==> src/rtl/fifo_drain.sv <==
// fifo_drain: pops words from the sample fifo head and streams them to the
// host link as little-endian bytes over valid/ready. A two-byte sync marker
// follows every SYNC_PERIOD words so the host can realign the byte stream.
module fifo_drain #(
    parameter int          WIDTH       = 40,       // fifo word width, at least 16
    parameter int          SYNC_PERIOD = 256,      // words between markers, 0 = never
    parameter logic [15:0] SYNC_WORD   = 16'h5AA5  // marker, low byte first
) (
    input  logic             clk,
    input  logic             reset,      // asynchronous, active-low
    input  logic [WIDTH-1:0] out,
    input  logic             oute,
    output logic             adv,
    output logic [7:0]       tx_data,
    output logic             tx_valid,
    input  logic             tx_ready,
    output logic             busy,
    output logic [15:0]      words_sent
);

    localparam int BYTES = (WIDTH + 7) / 8;
    localparam int SW    = BYTES * 8;
    localparam int IW    = (BYTES > 1) ? $clog2(BYTES) : 1;
    localparam int CW    = (SYNC_PERIOD > 1) ? $clog2(SYNC_PERIOD + 1) : 1;

    localparam logic [IW-1:0] LAST_IDX  = IW'(BYTES - 1);
    localparam logic [IW-1:0] SYNC_LAST = IW'(1);
    localparam logic [CW-1:0] SYNC_MAX  = CW'(SYNC_PERIOD);

    typedef enum logic [1:0] {
        IDLE = 2'd0,
        SEND = 2'd1,
        SYNC = 2'd2
    } state_t;

    state_t        state_q, state_d;
    logic [SW-1:0] shift_q, shift_d;
    logic [IW-1:0] idx_q, idx_d;
    logic [CW-1:0] sync_cnt_q, sync_cnt_d;
    logic [15:0]   words_q, words_d;
    logic          adv_q, adv_d;
    logic          tx_valid_q, tx_valid_d;

    logic          handshake;
    logic [CW-1:0] sync_inc;

    assign handshake = tx_valid_q && tx_ready;
    assign sync_inc  = sync_cnt_q + CW'(1);

    // Next-state logic: the shift register doubles as the byte source for
    // both data words and the sync marker, so tx_data is always its low byte
    // and drains to zero once the last byte of either has been accepted.
    always_comb begin
        state_d    = state_q;
        shift_d    = shift_q;
        idx_d      = idx_q;
        sync_cnt_d = sync_cnt_q;
        words_d    = words_q;
        adv_d      = 1'b0;
        tx_valid_d = tx_valid_q;

        case (state_q)
            IDLE: begin
                if (oute) begin
                    adv_d      = 1'b1;
                    shift_d    = SW'(out);
                    idx_d      = '0;
                    tx_valid_d = 1'b1;
                    state_d    = SEND;
                end
            end

            SEND: begin
                if (handshake) begin
                    shift_d = shift_q >> 8;
                    idx_d   = idx_q + IW'(1);
                    if (idx_q == LAST_IDX) begin
                        words_d    = words_q + 16'd1;
                        sync_cnt_d = sync_inc;
                        if ((SYNC_PERIOD != 0) && (sync_inc == SYNC_MAX)) begin
                            // Keep tx_valid high straight into the marker.
                            sync_cnt_d = '0;
                            shift_d    = SW'(SYNC_WORD);
                            idx_d      = '0;
                            state_d    = SYNC;
                        end else begin
                            tx_valid_d = 1'b0;
                            state_d    = IDLE;
                        end
                    end
                end
            end

            SYNC: begin
                if (handshake) begin
                    shift_d = shift_q >> 8;
                    idx_d   = idx_q + IW'(1);
                    if (idx_q == SYNC_LAST) begin
                        tx_valid_d = 1'b0;
                        state_d    = IDLE;
                    end
                end
            end

            default: begin
                tx_valid_d = 1'b0;
                state_d    = IDLE;
            end
        endcase
    end

    // State and registered outputs; reset drops everything, including a word
    // that has already been popped from the fifo.
    always_ff @(posedge clk or negedge reset) begin
        if (!reset) begin
            state_q    <= IDLE;
            shift_q    <= '0;
            idx_q      <= '0;
            sync_cnt_q <= '0;
            words_q    <= '0;
            adv_q      <= 1'b0;
            tx_valid_q <= 1'b0;
        end else begin
            state_q    <= state_d;
            shift_q    <= shift_d;
            idx_q      <= idx_d;
            sync_cnt_q <= sync_cnt_d;
            words_q    <= words_d;
            adv_q      <= adv_d;
            tx_valid_q <= tx_valid_d;
        end
    end

    assign adv        = adv_q;
    assign tx_valid   = tx_valid_q;
    assign tx_data    = shift_q[7:0];
    assign busy       = (state_q != IDLE);
    assign words_sent = words_q;

endmodule

==> config.mk <==
export PLATFORM = sky130hd
export DESIGN_NAME = fifo_drain
export DESIGN_NICKNAME = d
export VERILOG_FILES = /design/src/rtl/fifo_drain.sv
export SDC_FILE = /design/constraint.sdc
export NUM_CORES = 1
export LEC_CHECK = 0
export BUFFER_PORTS_ARGS = -buffer_cell sky130_fd_sc_hd__buf_2
export CAP_MARGIN = 20
export CORE_ASPECT_RATIO = 2
export CORE_MARGIN = 5
export CORE_UTILIZATION = 25
export CTS_BUF_LIST = sky130_fd_sc_hd__clkbuf_4 sky130_fd_sc_hd__clkbuf_8 sky130_fd_sc_hd__clkbuf_16
export DETAILED_ROUTE_END_ITERATION = 8
export GPL_TIMING_DRIVEN = 0
export REMOVE_ABC_BUFFERS = 1
export SLEW_MARGIN = 30
export SYNTH_ARGS = -nofsm -noshare
export SYNTH_HDL_FRONTEND = slang
export SYNTH_SLANG_ARGS = --single-unit
==> constraint.sdc <==
create_clock -name clk -period 4.16 [get_ports clk]
set_clock_uncertainty 0.2 [all_clocks]
set_input_delay 0 -clock clk [delete_from_list [all_inputs] [get_ports clk]]
set_output_delay 0 -clock clk [all_outputs]
set_load 0.01 [all_outputs]
Word level (Yosys, flattened, before mapping). Cells that the tools add are included. Widths: inputs -> output; s select.

$add $sub $neg: 3. Equality and inequality tests: 11. Multiplexer cells: 29. Reductions and logical operators: 8.

Operator list (number): $mux 40 (3); $pmux 40 s3 (1); $mux 32 (2); $add 16x1->16 const B (1); $mux 3 (5); $mux 2 (6); $ne 2x2->1 const B (6); $add 9x1->9 const B (1); $eq 9x9->1 const B (1); $mux 9 (1); $pmux 3 s3 (1); $mux 1 (8); $pmux 2 s3 (1); $reduce_and 6->1 (1); $reduce_and 5->1 (1); $reduce_and 4->1 (1); $add 3x1->3 const B (1); $eq 3x1->1 const B (1); $eq 3x3->1 const B (1); $pmux 1 s3 (1); $reduce_and 3->1 (1); $reduce_bool 3->1 (1); $eq 2x1->1 const B (1); $eq 2x2->1 const B (1); other kinds (3) (3).

Register bits: 72. Output and inout bits: 27. Word-level logic and storage cells: 58.

Logic depth before layout (Yosys ltp). Gate-level depths: netlist of run 1.

Word-level depth: 6. Depth in mapped cells: 10. Gate-level depth less buffers: 7.

Least setup slack after synthesis of run 1. No wires, ideal clock.

Path type: register to register. From: register sync_cnt_q[0]. To: register shift_q[22]. Data arrival time: 1840 ps. Required time: 3833 ps. Slack: 1993 ps. Cell stages (with the launch flop): 8. Path buffers: 1. Clock period less this slack: 2167 ps. Cell sequence: dfrtp_1 > ha_1 > nand2_1 > nor4_1 > o311ai_2 > o31ai_4 > buf_6 > o22ai_1.

Word-level cells in the longest chain between the ends: 6.

RTL lines: from (decl) (RTL line 39) `logic [CW-1:0] sync_cnt_q, sync_cnt_d;`; from (signal assigned) (RTL line 127) `sync_cnt_q <= sync_cnt_d;`; $add 9x1->9 (RTL line 48) `assign sync_inc = sync_cnt_q + CW'(1);`; $eq 9x9->1 (RTL line 80) `if ((SYNC_PERIOD != 0) && (sync_inc == SYNC_MAX)) begin`; $mux 32 (RTL line 80); $mux 32 (RTL line 77) `if (idx_q == LAST_IDX) begin`; $mux 40 (RTL line 74) `if (handshake) begin`; $pmux 40 s3 (RTL line 62) `case (state_q)`; to (signal assigned) (RTL line 125) `shift_q <= shift_d;`; to (decl) (RTL line 37) `logic [SW-1:0] shift_q, shift_d;`.

No other way between the ends. The select of a mux whose other input is x is not followed. A chain may end at the register's enable or synchronous reset.

Worst setup path after layout of run 1.
From: register sync_cnt_q[0]. To: register shift_q[10].

Same word-level chain as after synthesis.

==> results of run 1 <==
[kinds of logic after synthesis]
family / Yosys count
AND/OR/NAND/NOR: 143
XOR/XNOR: 25
flip-flops: 72
buffers and inverters: 40
multiplexers: 1
AO/OA/AOI/OAI: 104
adder cells (fa/ha/maj): 10
[repair_timing]
item	4_1_cts	5_1_grt
endpoints found under the hold margin	113	0
endpoints found under the setup margin	0	0
buffers inserted	0	0
hold buffers	44	0
[cells in the final DEF (no fill, tap or decap), types with 2 or more instances in the layout]
cell and count:
clkinv_2 3, nand2_1 44, buf_12 2, a21oi_1 26, buf_2 69, buf_6 2
clkbuf_16 9, o22ai_1 24, xnor2_1 16, and3_1 4, a211oi_1 8, nor3_1 14
bufinv_16 2, nand3_1 19, inv_1 8, dlygate4sd3_1 43, o21ai_0 31, a31oi_1 2
nand4_1 5, nor4_1 3, nor2_1 41, ha_1 10, dfrtp_1 72, nand2b_1 2
nor2b_1 2, and2_1 2, xor2_1 9
[layer usage]
metal	vias to the layer above	track usage (%)	routed length [um]
met1	1543	12.8	3840
met2	68	22.6	5640
li1	1581	-	-
met3	8	3.16	384
met4	0	3.25	127
met5	-	0	0
[metrics by stage]
step | utilization (%) | total power, mW | cells
detailed placement | 29.0 | 2.17 | 630
CTS | 34.4 | 3.05 | 690
finish | 34.4 | 3.00 | 690
global placement | 28.5 | 2.08 | 626
floorplan | - | 1.76 | 364
global route | 34.4 | 3.24 | 690
[registers in the layout, indices dropped and copies added (netlist names)]
name and count:
state_q 2, idx_q 3, adv 1, shift_q 40, sync_cnt_q 9, tx_valid 1, words_sent 16
[worst max-delay path, stage by stage (launching register included)]
cell and delay (ns):
dfrtp_1 0.44, ha_1 0.26, nand2_1 0.16, nor4_1 0.36
o311ai_2 0.24, o31ai_4 0.53, buf_6 0.22, buf_6 0.15
o22ai_1 0.09
[area by class of cell]
class | count | area share (%)
multi-input cells | 283 | 33.8
clock buffers | 10 | 4.84
clock inverters | 6 | 1.67
repair buffers | 118 | 17.7
inverters | 9 | 0.684
flip-flops and latches | 72 | 36.5
well taps | 192 | 4.86
[power groups by stage]
stage	registers [mW]	logic (mW)	clock network, mW
2_1_floorplan	1.07	0.686	0
3_3_place_gp	1.08	1.00	0
3_5_place_dp	1.09	1.07	0
4_1_cts	1.08	1.11	0.858
5_1_grt	1.11	1.26	0.873
6_report	1.08	1.10	0.826
[worst paths after layout]
kind	cells past startpoint	endpoint	from
max	8	shift_q[10]	sync_cnt_q[0]
min reg2reg	2	shift_q[37]	shift_q[37]
max in group asynchronous	4	words_sent[2]	reset
min in group asynchronous	4	shift_q[14]	reset
min	4	words_sent[7]	tx_ready
max reg2reg	8	shift_q[10]	sync_cnt_q[0]
==> flow_metrics.py, run 1 <==
metrics = {
    "worst_hold_path": {
        "hp-class": "in2reg",
    },
    "timing": {
        "timing.hold.ws_ns": 0.0418,
        "clock.fmax_mhz": 360,
        "worstMarginPinSlew_ns": 0.699,
        "setup_viol": 0,
        "slew_headroom_pct": 52.9,
        "final_hold_viol_count": 0,
        "rsz0062_at_grt": "false",
        "setup_ws_ns": 1.38,
        "slew_viol_final": 0,
        "tns_ns": 0,
        "fin_crit_ns": 2.78,
        "finalCritPeriodShare_pct": 66.9,
    },
    "synth": {
        "synth_top_family_by_area": "compound AO/OA/AOI/OAI gates",
        "yosys_warnings": 0,
        "synth_ff_type": "dfrtp_1",
        "yosysUniqueCellTypes": 44,
        "synth_area_um2": 3660,
        "avgSynthCellArea_um2": 9.28,
        "synthCells": 395,
        "synth_edf_count": 0,
        "muxShareOfSynthArea_pct": 0.307,
        "post_synth_and_or_nand_nor_area_fraction_pct": 17.6,
        "synth_top_area_cell": "dfrtp_1",
        "synth-xor-area-share_pct": 5.97,
        "netlist_top_cells_count": "72 x dfrtp_1, 45 x nand2_1, 41 x nor2_1",
        "synth_seq_cells": 72,
        "async_flop_share_pct": 100,
        "synth_compound_area_share_pct": 18.1,
        "yosys.cell_count.top_type": "dfrtp_1",
        "synth_area_leaders": "dfrtp_1 49%, nand2_1 4.6%, o21ai_0 4.2%",
        "yosysSeqAreaShare_pct": 49.2,
        "yosys.area.top_type_share_pct": 49.2,
        "synthAdderAreaFrac_pct": 3.41,
    },
    "drt": {
        "drt-initial-drc-count": 140,
        "drtAntennaViolNets": 0,
        "drt_pass1_iterations": 4,
        "route.detailed.drc": 0,
        "vias": 3200,
        "wl_per_cell_um": 14.5,
        "wl_um": 9990,
        "via_per_inst": 4.64,
    },
    "global_route": {
        "antenna_found_initial": 0,
        "grt_max_degree": 70,
        "overflow": 0,
        "grt.total_usage_pct": 12.0,
        "grt_first_pass_wirelength_um": 16300,
        "grt_pass1_vias": 3309,
    },
    "clocking": {
        "clkTransAtPathRegs_ns": 0.06,
        "numCtsBuffers": 9,
        "cts_resized": 0,
        "clkSinkCount": 72,
        "insertion_delay_ns": 0.33,
        "cts_tree": "built",
        "clockBufferDepth": 2,
        "cts_max_level": 3,
        "cts_root_buf": "clkbuf_16",
    },
    "final_layout": {
        "nNetsFinal": 547,
        "seq_area_um2": 1800,
        "fin_area_um2": 4940,
        "diodes": 0,
        "drive_above_1_share_pct": 20.3,
        "area_delta_synth_final_pct": 34.8,
        "multiInputGateArea_um2": 1670,
        "fillers": 1462,
    },
    "power_and_ir_drop": {
        "p_sw_mw": 1.10,
        "power.leakage_nw": 2.21,
        "swShare_pct": 36.8,
        "power_frac_clock_pct": 27.5,
        "combPwrFrac_pct": 36.5,
        "peakVddDrop_mv": 0.229,
        "p_seq_share_pct": 36.0,
        "powerDensity_nw_per_um2": 607,
        "cellInternalPower_mw": 1.90,
    },
    "floorplan": {
        "core-area_um2": 14400,
        "initial_core_util_pct": 25.5,
        "num_rows": 62,
        "die_x_um": 95.6,
        "design.die.area_um2": 17300,
        "ios": 71,
        "die-height_um": 181,
    },
    "placement": {
        "placed_area_um2": 4170,
        "dp_hpwl_um": 7060,
        "gp_congestion": 0.776,
        "portBuffers": 70,
        "dp_slack_ns": 1.41,
    },
    "flow_run": {
        "drv_cap": 0,
    },
    "outcome": {
        "outcome": "completed",
    },
    "critical_path": {
        "cp.arrival_ns": 2.78,
        "critPathRequiredTime_ns": 4.16,
        "critPathKind": "reg2reg",
        "cp-start-kind": "register",
        "r2r_slack_ns": 1.38,
        "worst_setup_path_end_kind": "register",
        "cp_max_fo": 9,
    },
}
Note: power is estimated with default switching activity, not from simulation.
==> inputs of run 2 (changes only) <==
Settings changed: ABC_AREA set to 1.
Clock period 4.16 ns to 2.7 ns, I/O delays scaled along.
==> flow_metrics.py, run 2 <==
metrics = {
    "drt": {
        "wl_um": 10400,
        "via_per_inst": 4.30,
        "route.detailed.drc": 0,
        "drt_pass1_iterations": 5,
        "drtAntennaViolNets": 0,
        "drt-initial-drc-count": 121,
        "vias": 3535,
        "wl_per_cell_um": 12.6,
    },
    "timing": {
        "slew_headroom_pct": 49.2,
        "rsz0062_at_grt": "false",
        "finalCritPeriodShare_pct": 87.0,
        "slew_viol_final": 0,
        "setup_viol": 0,
        "clock.fmax_mhz": 426,
        "final_hold_viol_count": 0,
        "fin_crit_ns": 2.35,
        "worstMarginPinSlew_ns": 0.761,
    },
    "floorplan": {
        "design.die.area_um2": 18700,
        "initial_core_util_pct": 25.4,
        "die_x_um": 99.2,
        "ios": 71,
        "num_rows": 65,
        "die-height_um": 188,
        "core-area_um2": 15700,
    },
    "synth": {
        "synth_area_leaders": "dfrtp_1 45%, nand2_1 12%, a21oi_1 7.4%",
        "yosys.area.top_type_share_pct": 45.2,
        "yosysUniqueCellTypes": 31,
        "synth_top_area_cell": "dfrtp_1",
        "synth_compound_area_share_pct": 11.3,
        "synth-xor-area-share_pct": 3.08,
        "netlist_top_cells_count": "132 x nand2_1, 72 x dfrtp_1, 59 x a21oi_1",
        "yosys_warnings": 0,
        "muxShareOfSynthArea_pct": 0,
        "synthCells": 519,
        "yosysSeqAreaShare_pct": 45.2,
        "synth_ff_type": "dfrtp_1",
        "avgSynthCellArea_um2": 7.67,
        "yosys.cell_count.top_type": "nand2_1",
        "synth_top_family_by_area": "simple AND/OR/NAND/NOR gates",
        "synth_seq_cells": 72,
        "synthAdderAreaFrac_pct": 3.14,
        "async_flop_share_pct": 100,
        "synth_area_um2": 3980,
        "post_synth_and_or_nand_nor_area_fraction_pct": 26.9,
        "synth_edf_count": 0,
    },
    "critical_path": {
        "cp.arrival_ns": 2.35,
        "crit_start": "sync_cnt_q[0]",
        "cp_max_fo": 26,
        "r2r_cells": 11,
        "cp-start-kind": "register",
        "critPathKind": "reg2reg",
        "r2r-start": "sync_cnt_q[0]",
        "r2r_slack_ns": 0.35,
        "worst_setup_path_end_kind": "register",
        "critPathRequiredTime_ns": 2.70,
        "r2r_end": "shift_q[21]",
    },
    "global_route": {
        "overflow": 0,
        "grt_first_pass_wirelength_um": 17400,
        "grt_pass1_vias": 3579,
        "grt_max_degree": 59,
        "grt.total_usage_pct": 11.6,
        "antenna_found_initial": 0,
    },
    "final_layout": {
        "nNetsFinal": 670,
        "fin_area_um2": 5290,
        "diodes": 0,
        "final_cell_mix": "130 x nand2_1, 72 x dfrtp_1, 69 x buf_2",
        "largest_register_ffs": 40,
        "fillers": 1676,
        "area_delta_synth_final_pct": 32.8,
        "final_cells": 822,
        "layout.cells.most_common": "nand2_1",
        "top_register": "shift_q",
        "drive_above_1_share_pct": 18.4,
    },
    "clocking": {
        "clkTransAtPathRegs_ns": 0.06,
        "clkSinkCount": 72,
        "cts_max_level": 3,
        "clockBufferDepth": 2,
        "insertion_delay_ns": 0.33,
        "numCtsBuffers": 9,
        "cts_root_buf": "clkbuf_16",
        "cts_tree": "built",
    },
    "placement": {
        "placed_area_um2": 4440,
        "dp.cells": 760,
        "dp_hpwl_um": 6790,
        "portBuffers": 70,
        "gp_congestion": 0.759,
    },
    "power_and_ir_drop": {
        "power.leakage_nw": 2.73,
        "peakVddDrop_mv": 0.430,
        "powerDensity_nw_per_um2": 1060,
    },
    "worst_hold_path": {
        "hold_depth": 6,
        "hp-class": "in2reg",
        "min_from": "tx_ready",
        "min_to": "words_sent[1]",
    },
    "outcome": {
        "outcome": "completed",
    },
    "flow_run": {
        "drv_cap": 0,
    },
}
run 2: cell types whose count changed after synthesis, sizes merged, moves of 5 or more:
| cell | change |
|---|---|
| a211oi | -8 |
| a21oi | +34 |
| inv | +50 |
| nand2 | +89 |
| nand3 | +18 |
| nand4 | +5 |
| nor2 | +17 |
| nor3 | -11 |
| o22ai | -24 |
| xnor2 | -9 |
run 2: worst max path at each step:
stage / endpoint
5_1_grt: shift_q[3]
4_1_cts: sync_cnt_q[0]
3_3_place_gp: idx_q[1]
2_1_floorplan: shift_q[21]
3_5_place_dp: idx_q[1]
6_report: shift_q[21]
run 2: cell type report:
| type | instances | area [um2] | area share [%] |
|---|---|---|---|
| tap | 201 | 251 | 4.76 |
| inverter | 60 | 230 | 4.35 |
| timing repair buffer | 117 | 855 | 16.2 |
| sequential | 72 | 1800 | 34.1 |
| clock buffer | 11 | 246 | 4.66 |
| clock inverter | 5 | 104 | 1.96 |
| multi-input combinational | 356 | 1800 | 34.0 |
run 2: layer usage:
layer	wire (um)	GRT usage (%)
met1	4180	12.3
met2	5830	22.5
met3	289	2.07
met4	101	3.47
met5	0	0
run 2: cells by family (layout without fill, tap and decap cells):
logic type | after synthesis | in the layout
adders and majority gates | 10 | 10
buffers and inverters | 91 | 193
DFF | 72 | 72
and+or+nand+nor | 244 | 244
xor gates and xnor gates | 14 | 14
AOI/OAI and AO/OA | 88 | 88
run 2: per-stage QoR:
step	worst slack, ns	hold WS, ns	util (%)	power [mW]	TNS [ns]
after floorplan	-0.567	-0.496	-	3.41	-14.28
after global placement	-2.05	0.0140	28.0	4.11	-66.07
after detailed placement	-0.0467	-0.273	28.3	4.17	-0.423
after CTS	0.0450	0.0407	33.4	5.67	0
after global routing	0.129	0.103	33.7	6.16	0
final	0.350	0.0807	33.7	5.61	0
run 2: where the power goes:
part           internal, mW  leakage (nW)  switching (mW)
Combinational         0.864          1.66            1.70
Clock                 0.939         0.173           0.461
Sequential             1.46         0.896           0.183
run 2: timing repair:
item | in CTS | in global routing
cloned | 0 | 0
gates resized for setup | 1 | 2
pin swaps | 0 | 1
endpoints found under the setup margin | 26 | 39
setup buffers | 0 | 2
hold buffers | 44 | 0
hold endpoints to repair | 113 | 0
run 2: worst max-delay path, stage by stage (launching register included):
cell	delay [ns]
dfrtp_1	0.44
ha_1	0.27
inv_1	0.06
nand2_1	0.04
nand2_1	0.07
nand2_1	0.06
nor2_1	0.16
nand2_1	0.07
nor2_1	0.16
nand4_4	0.40
nand3_1	0.23
a21oi_2	0.07
==> inputs of run 3 (changes only) <==
==> constraint.sdc (replaced) <==
create_clock -name clk -period 2.1 [get_ports clk]
set_clock_uncertainty 0.2 [all_clocks]
set_input_delay 0 -clock clk [delete_from_list [all_inputs] [get_ports clk]]
set_output_delay 0 -clock clk [all_outputs]
set_load 0.005 [all_outputs]
==> flow_metrics.py, run 3 (synthesized netlist as in run 2, its figures left out) <==
metrics = {
    "outcome": {
        "outcome": "completed",
    },
    "critical_path": {
        "r2r-start": "sync_cnt_q[0]",
        "worst_setup_path_end_kind": "register",
        "r2r_end": "idx_q[0]",
        "critPathKind": "reg2reg",
        "cp.arrival_ns": 2.05,
        "r2r_slack_ns": 0.06,
        "critPathRequiredTime_ns": 2.11,
        "cp-start-kind": "register",
        "cp_max_fo": 7,
        "r2r_cells": 13,
    },
    "power_and_ir_drop": {
        "combPwrFrac_pct": 51.5,
        "swShare_pct": 43.6,
        "powerDensity_nw_per_um2": 1350,
        "peakVddDrop_mv": 0.629,
        "power_frac_clock_pct": 22.3,
        "p_seq_share_pct": 26.2,
        "cellInternalPower_mw": 4.55,
        "power.leakage_nw": 2.96,
        "p_sw_mw": 3.52,
    },
    "flow_run": {
        "drv_cap": 0,
    },
    "global_route": {
        "antenna_found_initial": 0,
        "grt.total_usage_pct": 13.1,
        "grt_max_degree": 42,
        "overflow": 0,
        "grt_pass1_vias": 3810,
        "grt_first_pass_wirelength_um": 19200,
    },
    "placement": {
        "dp_hpwl_um": 6790,
        "dp_slack_ns": -0.647,
        "portBuffers": 70,
        "gp_congestion": 0.759,
        "dp.cells": 760,
    },
    "floorplan": {
        "ios": 71,
        "die-height_um": 188,
        "die_x_um": 99.2,
        "initial_core_util_pct": 25.4,
        "design.die.area_um2": 18700,
        "core-area_um2": 15700,
        "num_rows": 65,
    },
    "final_layout": {
        "drive_above_1_share_pct": 31.0,
        "diodes": 0,
        "multiInputGateArea_um2": 2160,
        "top_register": "shift_q",
        "layout.cells.most_common": "nand2_1",
        "area_delta_synth_final_pct": 49.9,
        "nNetsFinal": 703,
        "final_cells": 855,
        "seq_area_um2": 1810,
        "largest_register_ffs": 40,
        "fillers": 1598,
        "final_cell_mix": "116 x nand2_1, 69 x buf_2, 68 x dfrtp_1",
    },
    "clocking": {
        "clkTransAtPathRegs_ns": 0.06,
        "clockBufferDepth": 2,
        "cts_root_buf": "clkbuf_16",
        "cts_tree": "built",
        "cts_max_level": 3,
        "numCtsBuffers": 9,
        "insertion_delay_ns": 0.33,
        "clkSinkCount": 72,
    },
    "drt": {
        "drt-initial-drc-count": 143,
        "drt_pass1_iterations": 4,
        "wl_um": 12500,
        "wl_per_cell_um": 14.6,
        "vias": 3811,
        "drtAntennaViolNets": 0,
        "top_layer": "met4",
        "met2RoutedLength_um": 7160,
        "route.detailed.drc": 0,
        "wl_met3_um": 330,
        "via_per_inst": 4.46,
        "met1_length_um": 4830,
    },
    "timing": {
        "fin_crit_ns": 2.04,
        "slew_viol_final": 0,
        "final_hold_viol_count": 0,
        "timing.hold.ws_ns": 0.150,
        "setup_ws_ns": 0.0588,
        "worstMarginPinSlew_ns": 0.498,
        "clock.fmax_mhz": 490,
        "rsz0062_at_grt": "true",
        "setup_viol": 0,
        "slew_headroom_pct": 66.8,
        "finalCritPeriodShare_pct": 97.2,
    },
    "worst_hold_path": {
        "min_to": "sync_cnt_q[5]",
        "hp-class": "in2reg",
        "min_from": "tx_ready",
        "hold_depth": 6,
    },
}
## run 3: cell types whose count changed in the layout (fill, tap and decap cells not counted), sizes merged
cell,before,now
clkinv,3,2
nand2,134,137
clkbuf,11,12
buf,74,102
inv,59,60
nand4,10,11
## run 3: metrics by stage
step | setup TNS [ns] | util [%] | total power [mW] | cell area (um2)
finish | 0 | 38.0 | 8.07 | 5970
global placement | -97.53 | 28.0 | 4.99 | 4400
CTS | 0 | 35.2 | 7.73 | 5530
global route | -1.14 | 38.0 | 8.76 | 5970
detailed placement | -27.93 | 28.3 | 5.32 | 4440
floorplan | -34.62 | - | 4.34 | 3790
## run 3: routing by layer
metal / vias up / track usage [%]
li1: 1905 / -
met1: 1827 / 13.3
met2: 70 / 25.6
met3: 9 / 2.26
met4: 0 / 4.84
met5: - / 0
## run 3: power by group through the flow
stage	Clock (mW)	Combinational [mW]	Sequential (mW)
final	1.80	4.16	2.11
after global routing	1.91	4.68	2.17
after CTS	1.86	3.75	2.12
after detailed placement	0	3.19	2.13
after global placement	0	2.89	2.10
after floorplan	0	2.25	2.09
## run 3: timing repair
action | CTS | global route
pin swaps | 9 | 26
setup endpoints to repair | 60 | 53
hold buffers | 44 | 0
endpoints found under the hold margin | 113 | 0
gates cloned | 3 | 2
buffers inserted | 13 | 17
resized for setup | 30 | 59
## run 3: how the worst max path moves through the flow
stage / start / end / slack, ns / depth (start not counted)
floorplan: state_q[0] / shift_q[21] / -1.14 / 9
global placement: state_q[0] / idx_q[1] / -2.65 / 8
detailed placement: state_q[0] / idx_q[1] / -0.65 / 8
CTS: idx_q[0] / words_sent[14] / 0.002 / 11
global route: sync_cnt_q[0] / idx_q[0] / -0.06 / 13
finish: sync_cnt_q[0] / idx_q[0] / 0.06 / 13
## run 3: worst max-delay path, stage by stage (launching register included)
cell and delay [ns]:
dfrtp_2 0.44, ha_4 0.20, nand2_4 0.07, nor2_2 0.04, nand2_2 0.10, nand2_2 0.06, nand2_2 0.09, inv_2 0.05
nor2_4 0.16, buf_12 0.12, nand4_4 0.08, buf_8 0.17, nand4_1 0.07, o21ai_1 0.08
## run 3: final cells by class
class,count,share of cell area [%]
clock inverters,5,1.74
multi-input cells,360,36.2
inverters,60,4.07
clock buffers,11,4.13
repair buffers,146,19.4
well taps,201,4.21
flip-flops and latches,72,30.3
